## src/rtl/uart_rx_if.sv

```systemverilog
// Receive-side UART bundle: serial line in, recovered byte and status strobes out.
interface uart_rx_if;
    logic       rx_line;
    logic [7:0] rx_data;
    logic       rx_valid;
    logic       rx_busy;
    logic       frame_err;

    modport master (output rx_line, input rx_data, rx_valid, rx_busy, frame_err);
    modport slave  (input rx_line, output rx_data, rx_valid, rx_busy, frame_err);
endinterface

```

## src/rtl/uart_rx.sv

```systemverilog
// 8N1 UART receiver with 2-flop synchroniser, start-glitch rejection and mid-bit sampling.
// Define UART_RX_MAJORITY_EN to take each sample as a 2-of-3 vote over the last three rx_sync values.
module uart_rx #(
    parameter int clk_freq  = 50000000,
    parameter int baud_rate = 9600
) (
    input  logic     clk,
    input  logic     reset,
    uart_rx_if.slave bus
);
    localparam int          N        = clk_freq / baud_rate;
    localparam int          H        = N / 2;
    localparam logic [15:0] LAST_BIT = 16'(N - 1);
    localparam logic [15:0] MID_BIT  = 16'(H - 1);

    typedef enum logic [2:0] {IDLE, START, DATA, STOP, WAIT_IDLE} state_t;

    state_t      state, state_n;
    logic [1:0]  sync_ff;
    logic        rx_sync;
    logic        sample;
    logic [15:0] clk_count, clk_count_n;
    logic [2:0]  bit_index, bit_index_n;
    logic [7:0]  shift_reg, shift_reg_n;
    logic [7:0]  data_q, data_n;
    logic        valid_q, valid_n;
    logic        ferr_q, ferr_n;

    assign rx_sync = sync_ff[1];

    always_ff @(posedge clk) begin
        if (reset) sync_ff <= 2'b11;
        else       sync_ff <= {sync_ff[0], bus.rx_line};
    end

`ifdef UART_RX_MAJORITY_EN
    // hist[0] is rx_sync one cycle back, hist[1] two cycles back
    logic [1:0] hist;
    always_ff @(posedge clk) begin
        if (reset) hist <= 2'b11;
        else       hist <= {hist[0], rx_sync};
    end
    assign sample = (rx_sync & hist[0]) | (rx_sync & hist[1]) | (hist[0] & hist[1]);
`else
    assign sample = rx_sync;
`endif

    always_ff @(posedge clk) begin
        if (reset) begin
            state     <= IDLE;
            clk_count <= '0;
            bit_index <= '0;
            shift_reg <= '0;
            data_q    <= '0;
            valid_q   <= 1'b0;
            ferr_q    <= 1'b0;
        end else begin
            state     <= state_n;
            clk_count <= clk_count_n;
            bit_index <= bit_index_n;
            shift_reg <= shift_reg_n;
            data_q    <= data_n;
            valid_q   <= valid_n;
            ferr_q    <= ferr_n;
        end
    end

    always_comb begin
        state_n     = state;
        clk_count_n = clk_count;
        bit_index_n = bit_index;
        shift_reg_n = shift_reg;
        data_n      = data_q;
        valid_n     = 1'b0;
        ferr_n      = 1'b0;
        case (state)
            IDLE: begin
                if (!rx_sync) begin
                    state_n     = START;
                    clk_count_n = '0;
                end
            end
            START: begin
                if (clk_count == MID_BIT) begin
                    if (sample) begin
                        state_n = IDLE;
                    end else begin
                        state_n     = DATA;
                        clk_count_n = '0;
                        bit_index_n = '0;
                    end
                end else begin
                    clk_count_n = clk_count + 16'd1;
                end
            end
            DATA: begin
                if (clk_count == LAST_BIT) begin
                    shift_reg_n[bit_index] = sample;
                    clk_count_n            = '0;
                    if (bit_index == 3'd7) state_n = STOP;
                    else                   bit_index_n = bit_index + 3'd1;
                end else begin
                    clk_count_n = clk_count + 16'd1;
                end
            end
            STOP: begin
                // leaving at mid-stop-bit leaves half a bit to catch a back-to-back start edge
                if (clk_count == LAST_BIT) begin
                    clk_count_n = '0;
                    if (sample) begin
                        data_n  = shift_reg;
                        valid_n = 1'b1;
                        state_n = IDLE;
                    end else begin
                        ferr_n  = 1'b1;
                        state_n = WAIT_IDLE;
                    end
                end else begin
                    clk_count_n = clk_count + 16'd1;
                end
            end
            WAIT_IDLE: begin
                if (rx_sync) state_n = IDLE;
            end
            default: state_n = IDLE;
        endcase
    end

    assign bus.rx_data   = data_q;
    assign bus.rx_valid  = valid_q;
    assign bus.frame_err = ferr_q;
    assign bus.rx_busy   = (state == START) || (state == DATA) || (state == STOP);
endmodule
```

## src/flat_wrapper.sv

```systemverilog
// flat-port wrapper written by rule: the top's interface ports become plain ports
module uart_rx_flat 
#(
    parameter int clk_freq  = 50000000,
    parameter int baud_rate = 9600
)
  (clk, reset, bus_rx_line, bus_rx_data, bus_rx_valid, bus_rx_busy, bus_frame_err);
  uart_rx_if bus_i ();
  input  logic clk;
  input  logic reset;
  input wire logic [$bits(bus_i.rx_line)-1:0] bus_rx_line;
  output wire logic [$bits(bus_i.rx_data)-1:0] bus_rx_data;
  output wire logic [$bits(bus_i.rx_valid)-1:0] bus_rx_valid;
  output wire logic [$bits(bus_i.rx_busy)-1:0] bus_rx_busy;
  output wire logic [$bits(bus_i.frame_err)-1:0] bus_frame_err;
  assign bus_i.rx_line = bus_rx_line;
  assign bus_rx_data = bus_i.rx_data;
  assign bus_rx_valid = bus_i.rx_valid;
  assign bus_rx_busy = bus_i.rx_busy;
  assign bus_frame_err = bus_i.frame_err;
  uart_rx #(.clk_freq(clk_freq), .baud_rate(baud_rate)) u_core (.clk(clk), .reset(reset), .bus(bus_i));
endmodule
```

## config.mk

```make
export PLATFORM = sky130hd
export DESIGN_NAME = uart_rx_flat
export DESIGN_NICKNAME = d
export VERILOG_FILES = /design/src/rtl/uart_rx_if.sv /design/src/rtl/uart_rx.sv /design/src/flat_wrapper.sv
export SDC_FILE = /design/constraint.sdc
export NUM_CORES = 1
export LEC_CHECK = 0
export ABC_CLOCK_PERIOD_IN_PS = 2500
export BUFFER_PORTS_ARGS = -buffer_cell sky130_fd_sc_hd__buf_4
export CAP_MARGIN = 20
export CORE_ASPECT_RATIO = 0.6
export CORE_MARGIN = 5
export CORE_UTILIZATION = 39
export DETAILED_ROUTE_END_ITERATION = 8
export PLACE_DENSITY = 0.51
export SLEW_MARGIN = 5
export SYNTH_ARGS = -nofsm -noshare
export SYNTH_HDL_FRONTEND = slang
export SYNTH_SLANG_ARGS = --single-unit
```

## constraint.sdc

```tcl
create_clock -name clk -period 2.5 [get_ports clk]
set_input_delay 0.125 -clock clk [delete_from_list [all_inputs] [get_ports clk]]
set_output_delay 0.125 -clock clk [all_outputs]
set_load 0.01 [all_outputs]
```

-- After elaboration in Yosys (flattened, before gate mapping)
Cells that the tools add are included.
- add/subtract/negate cells: 2
- $mul: 0
- divide/modulo/power cells: 0
- $lt $le $gt $ge: 2
- eq/ne operators: 15
- shifts and indexed selects: 0
- muxes and demuxes: 23
- bitwise gates (word level): 2
- reductions and logical operators: 12
- operators with widths (kind ; count):
    16-bit 2-to-1 mux ; 3
    16-bit one-hot mux with 3 select lines ; 1
    3-bit 2-to-1 mux ; 11
    16-bit by 1-bit adder with 16-bit output, second input constant ; 1
    16-bit by 12-bit == test with 1-bit output, second input constant ; 1
    16-bit by 13-bit == test with 1-bit output, second input constant ; 1
    3-bit one-hot mux with 5 select lines ; 1
    2-bit by 1-bit != test with 1-bit output, second input constant ; 5
    8-bit bitwise mux ; 1
    3-bit by 2-bit == test with 1-bit output, second input constant ; 2
    3-bit == test, second input constant ; 2
    2-bit != test, second input constant ; 3
    3-bit one-hot mux with 2 select lines ; 1
    6-bit AND reduction ; 1
    5-bit AND reduction ; 1
    3-bit by 4-bit less-than comparator with 1-bit output, second input constant ; 1
    3-bit by 1-bit adder with 3-bit output, second input constant ; 1
    1-bit demux with 3-bit select ; 1
    3-bit by 1-bit == test with 1-bit output, second input constant ; 1
    3-bit by 1-bit greater-or-equal comparator with 1-bit output, second input constant ; 1
    3-bit zero test ; 1
    1-bit 2-to-1 mux ; 3
    3-bit AND reduction ; 1
    3-bit nonzero test ; 1
    8 further kinds ; 10
- register bits: 42
- bits in latches: 0
- bits in writable memories: 0
- memory bits (read-only): 0
- input port bits: 3
- output and inout port bits: 11
- word-level logic and storage cells: 64
- memories: 0

-- Depth between registers and ports, before layout
- depth after elaboration: 5
- depth in mapped cells: 8
- gate-level depth less buffers: 7

-- Worst setup path after synthesis
Ideal clock, no wire load.
- path type: register to register
- start: reg u_core.clk_count[0]
- end: reg u_core.shift_reg[7]
- setup time: 0.128 ns
- arrival: 2.105 ns
- required time: 2.372 ns
- path slack: 0.267 ns
- cell stages (with the launch flop): 7
- path buffers: 0
- clock period less this slack: 2.233 ns
- cells stage by stage: dfxtp_1 > ha_1 > or4bb_1 > or4_4 > nor4_1 > mux2i_1 > nor2_1
- word-level cells in the longest chain between the ends: 2
- RTL lines (element ; line ; text):
    from (decl) ; uart_rx.sv:22 ; logic [15:0] clk_count, clk_count_n;
    from (signal assigned) ; uart_rx.sv:59 ; clk_count <= clk_count_n;
    16-bit by 13-bit == test with 1-bit output ; uart_rx.sv:97 ; if (clk_count == LAST_BIT) begin
    2-bit AND reduction (no source line) ; -- ;
    to (signal assigned) ; uart_rx.sv:61 ; shift_reg <= shift_reg_n;
    to (decl) ; uart_rx.sv:24 ; logic [7:0] shift_reg, shift_reg_n;
Every way passes these cells.
A chain may end at the register's enable or synchronous reset.

-- Final worst setup path
- start: reg u_core.clk_count[1]
- end: reg u_core.clk_count[15]
- word-level cells in the longest chain between the ends: 3
- elaborated cells on any way between the ends: 6
- those cells by class: add/sub (1); eq/ne (2); mux (3)
- RTL lines (element ; line ; text):
    16-bit by 1-bit adder with 16-bit output, or another cell as far along ; uart_rx.sv:93, uart_rx.sv:103, uart_rx.sv:119 ;
    16-bit 2-to-1 mux, on equally long branches ; uart_rx.sv:97, uart_rx.sv:108, uart_rx.sv:84 ;
    16-bit one-hot mux with 3 select lines (*) ; uart_rx.sv:76 ; case (state)
Every way passes the cells marked *; elsewhere a longest branch is shown, timed or not.

==> flow_summary.ini <==
[grt]
grt_pass1_wl_mm = 9.156
grt_max_degree = 47
grt_pass1_vias = 1696
antenna_found_initial = 0
track_usage = 0.1633
grt_overflow = 0

[critical_path]
crit_fanout = 11
r2r_cells = 6
cp.required_ns = 2.69
critical_path_depth = 6
critPathLaunchType = flip-flop
worstSetupPathType = reg2reg
max_stage_delay_ns = 0.50
cp_slowest_cell = or4bb_1
r2r-end = u_core.clk_count[15]
regToRegSetupSlack_ns = 0.12
critPathCaptureType = flip-flop
cp_top_family = simple AND/OR/NAND/NOR gates
crit_chain = ha_1 -> or4bb_1 -> or4_4 -> nand2_2 -> a21oi_1 -> a221o_1
cp-endpoint = u_core.clk_count[15]
arrival_ns = 2.57
crit_start = u_core.clk_count[1]
r2r_start = u_core.clk_count[1]
cp.buffers_inverters = 0

[die]
start_util = 0.3964
die_area_um2 = 7226
fp.coreArea_um2 = 5492
die_height_um = 67.88
ios = 14
die_w_um = 106.5
placementRows = 21

[yosys]
synth_area_per_cell_um2 = 8.743
ys.flop_type = dfxtp_1
synth-edff-count = 0
syn_inst = 249
synth.top_cell.area_share = 0.3862
syn_nets = 255
synth_top_cell_by_area = dfxtp_1
synth_seq_cells = 42
ys_warn_count = 0
netlist_area_um2 = 2177
synthTopCellsByArea = dfxtp_1, mux2i_1, nor2_1
yosysSeqAreaShare = 0.3862
async_flop_share = 0
synth_cell_types = 49

[clocking]
cts_tree = built
post_cts_resized = 0
numCtsBuffers = 5
path_clk_slew_ns = 0.08
hold_buffers = 0
htree_levels = 2
cts_buffer_depth = 2
clock-sinks = 42
root_buffer = clkbuf_8
cts_setup_buffers = 0
insertion_delay_ns = 0.30

[routing]
routed_via_density = 5.541
drtIter0Drc = 125
ant_nets = 0
routed_wl_mm = 5.365
vias = 1895
wire_per_inst_um = 15.69
route.detailed.drc = 0
firstDrtPassIters = 4

[sta]
grt_setup_unrepaired = true
min_period_over_period = 0.9510
tightest_slew_ns = 0.5614
min_period_ns = 2.377
setup_viol = 0
finClkSkew_ns = 0.005894
setup_tns_ns = 0
hold_viol = 0
fmax_mhz = 420.6
drv_slew = 0
maxSlewHeadroom = 0.6223

[cells_and_area]
seqCellArea_um2 = 840.8
final_layout_size_suffix_gt1_frac = 0.1722
final_nets = 279
n_fill_cell = 552
layout_common_cells = dfxtp_1, buf_4, nor2_1
antenna_cells = 0
largest_register_ffs = 16
syn_to_final_growth_pct = 15.40
layout_commonest_cell = dfxtp_1
multi_input_area_um2 = 1251

[pwr]
ir_worst_vdd_mv = 0.1845
powerDensity_nw_per_um2 = 493.0
p_leak_nw = 1.043
fin_total_pwr_mw = 1.239

[worst_hold_path]
hold_class = in2reg

[placement]
port_buffers = 13
dpl.hpwl_mm = 3.896
gp_congestion = 0.8500

[flow_run]
max_cap_violations = 0

[run_status]
status = finished clean
-- cells by family after synthesis --
group	count (synthesis)	synth area share
compound gates	52	0.1799
mux	20	0.09253
simple gates	111	0.2770
xor+xnor	2	0.008047
flops	42	0.3862
fa+ha+maj	3	0.01724
buf+inv	19	0.03908
-- Yosys cell counts (all sizes together), types with 3 or more instances --
cell type,number
a221o,3
nand3,9
nand2,17
nor2b,8
nor2,29
a221oi,5
ha,3
mux2i,19
dfxtp,42
a21oi,5
nor4,5
a211oi,7
o21ai,8
nand2b,7
a21o,4
or2,3
nand4,9
or3,4
buf,8
inv,4
nor3,6
clkbuf,7
o211ai,5
-- layout make-up --
class,instances,area share
sequential,42,0.3347
inverter,4,0.005976
multi-input combinational,188,0.4980
clock buffer,5,0.02739
timing repair buffer,32,0.09562
clock inverter,2,0.003984
tap,69,0.03436
-- through the flow --
| step | setup slack, ns | instance area (um^2) | util | hold slack [ns] | std cells |
|---|---|---|---|---|---|
| global route | -0.03998 | 2512 | 0.4575 | 0.0005945 | 342 |
| global placement | 0.1230 | 2434 | 0.4432 | 0.3159 | 335 |
| CTS | 0.08659 | 2512 | 0.4575 | 0.002370 | 342 |
| detailed placement | 0.1089 | 2434 | 0.4432 | 0.3132 | 335 |
| finish | 0.1225 | 2512 | 0.4575 | 0.008505 | 342 |
| floorplan | 0.2674 | 2177 | - | 0.2288 | 249 |
-- report_power, final --
part | internal [mW] | leakage [nW] | switching (mW)
Sequential | 0.680 | 0.339 | 0.0115
Combinational | 0.0507 | 0.660 | 0.0703
Clock | 0.188 | 0.0438 | 0.238
-- per-layer routing --
| layer | up-vias | part of all wire | GRT usage |
|---|---|---|---|
| met1 | 866 | 0.58 | 0.2763 |
| met4 | 0 | 0.011 | 0.04306 |
| met3 | 8 | 0.061 | 0.03676 |
| li1 | 973 | - | - |
| met5 | - | 0 | 0 |
| met2 | 48 | 0.35 | 0.1916 |
-- worst reg2reg max path: stages, from the launching register on --
cell     delay (ns)
dfxtp_1        0.38
ha_1           0.18
or4bb_1        0.50
or4_4          0.45
nand2_2        0.23
a21oi_1        0.19
a221o_1        0.35
-- worst min-delay path by stage --
stage               cells past startpoint  slack [ns]                 to   startpoint
floorplan                               1        0.23  u_core.sync_ff[0]  bus_rx_line
global placement                        2        0.32  u_core.sync_ff[0]  bus_rx_line
detailed placement                      2        0.31  u_core.sync_ff[0]  bus_rx_line
CTS                                     2       0.002  u_core.sync_ff[0]  bus_rx_line
global route                            2      0.0006  u_core.sync_ff[0]  bus_rx_line
finish                                  2       0.009  u_core.sync_ff[0]  bus_rx_line
(Power assumes the default switching activity.)
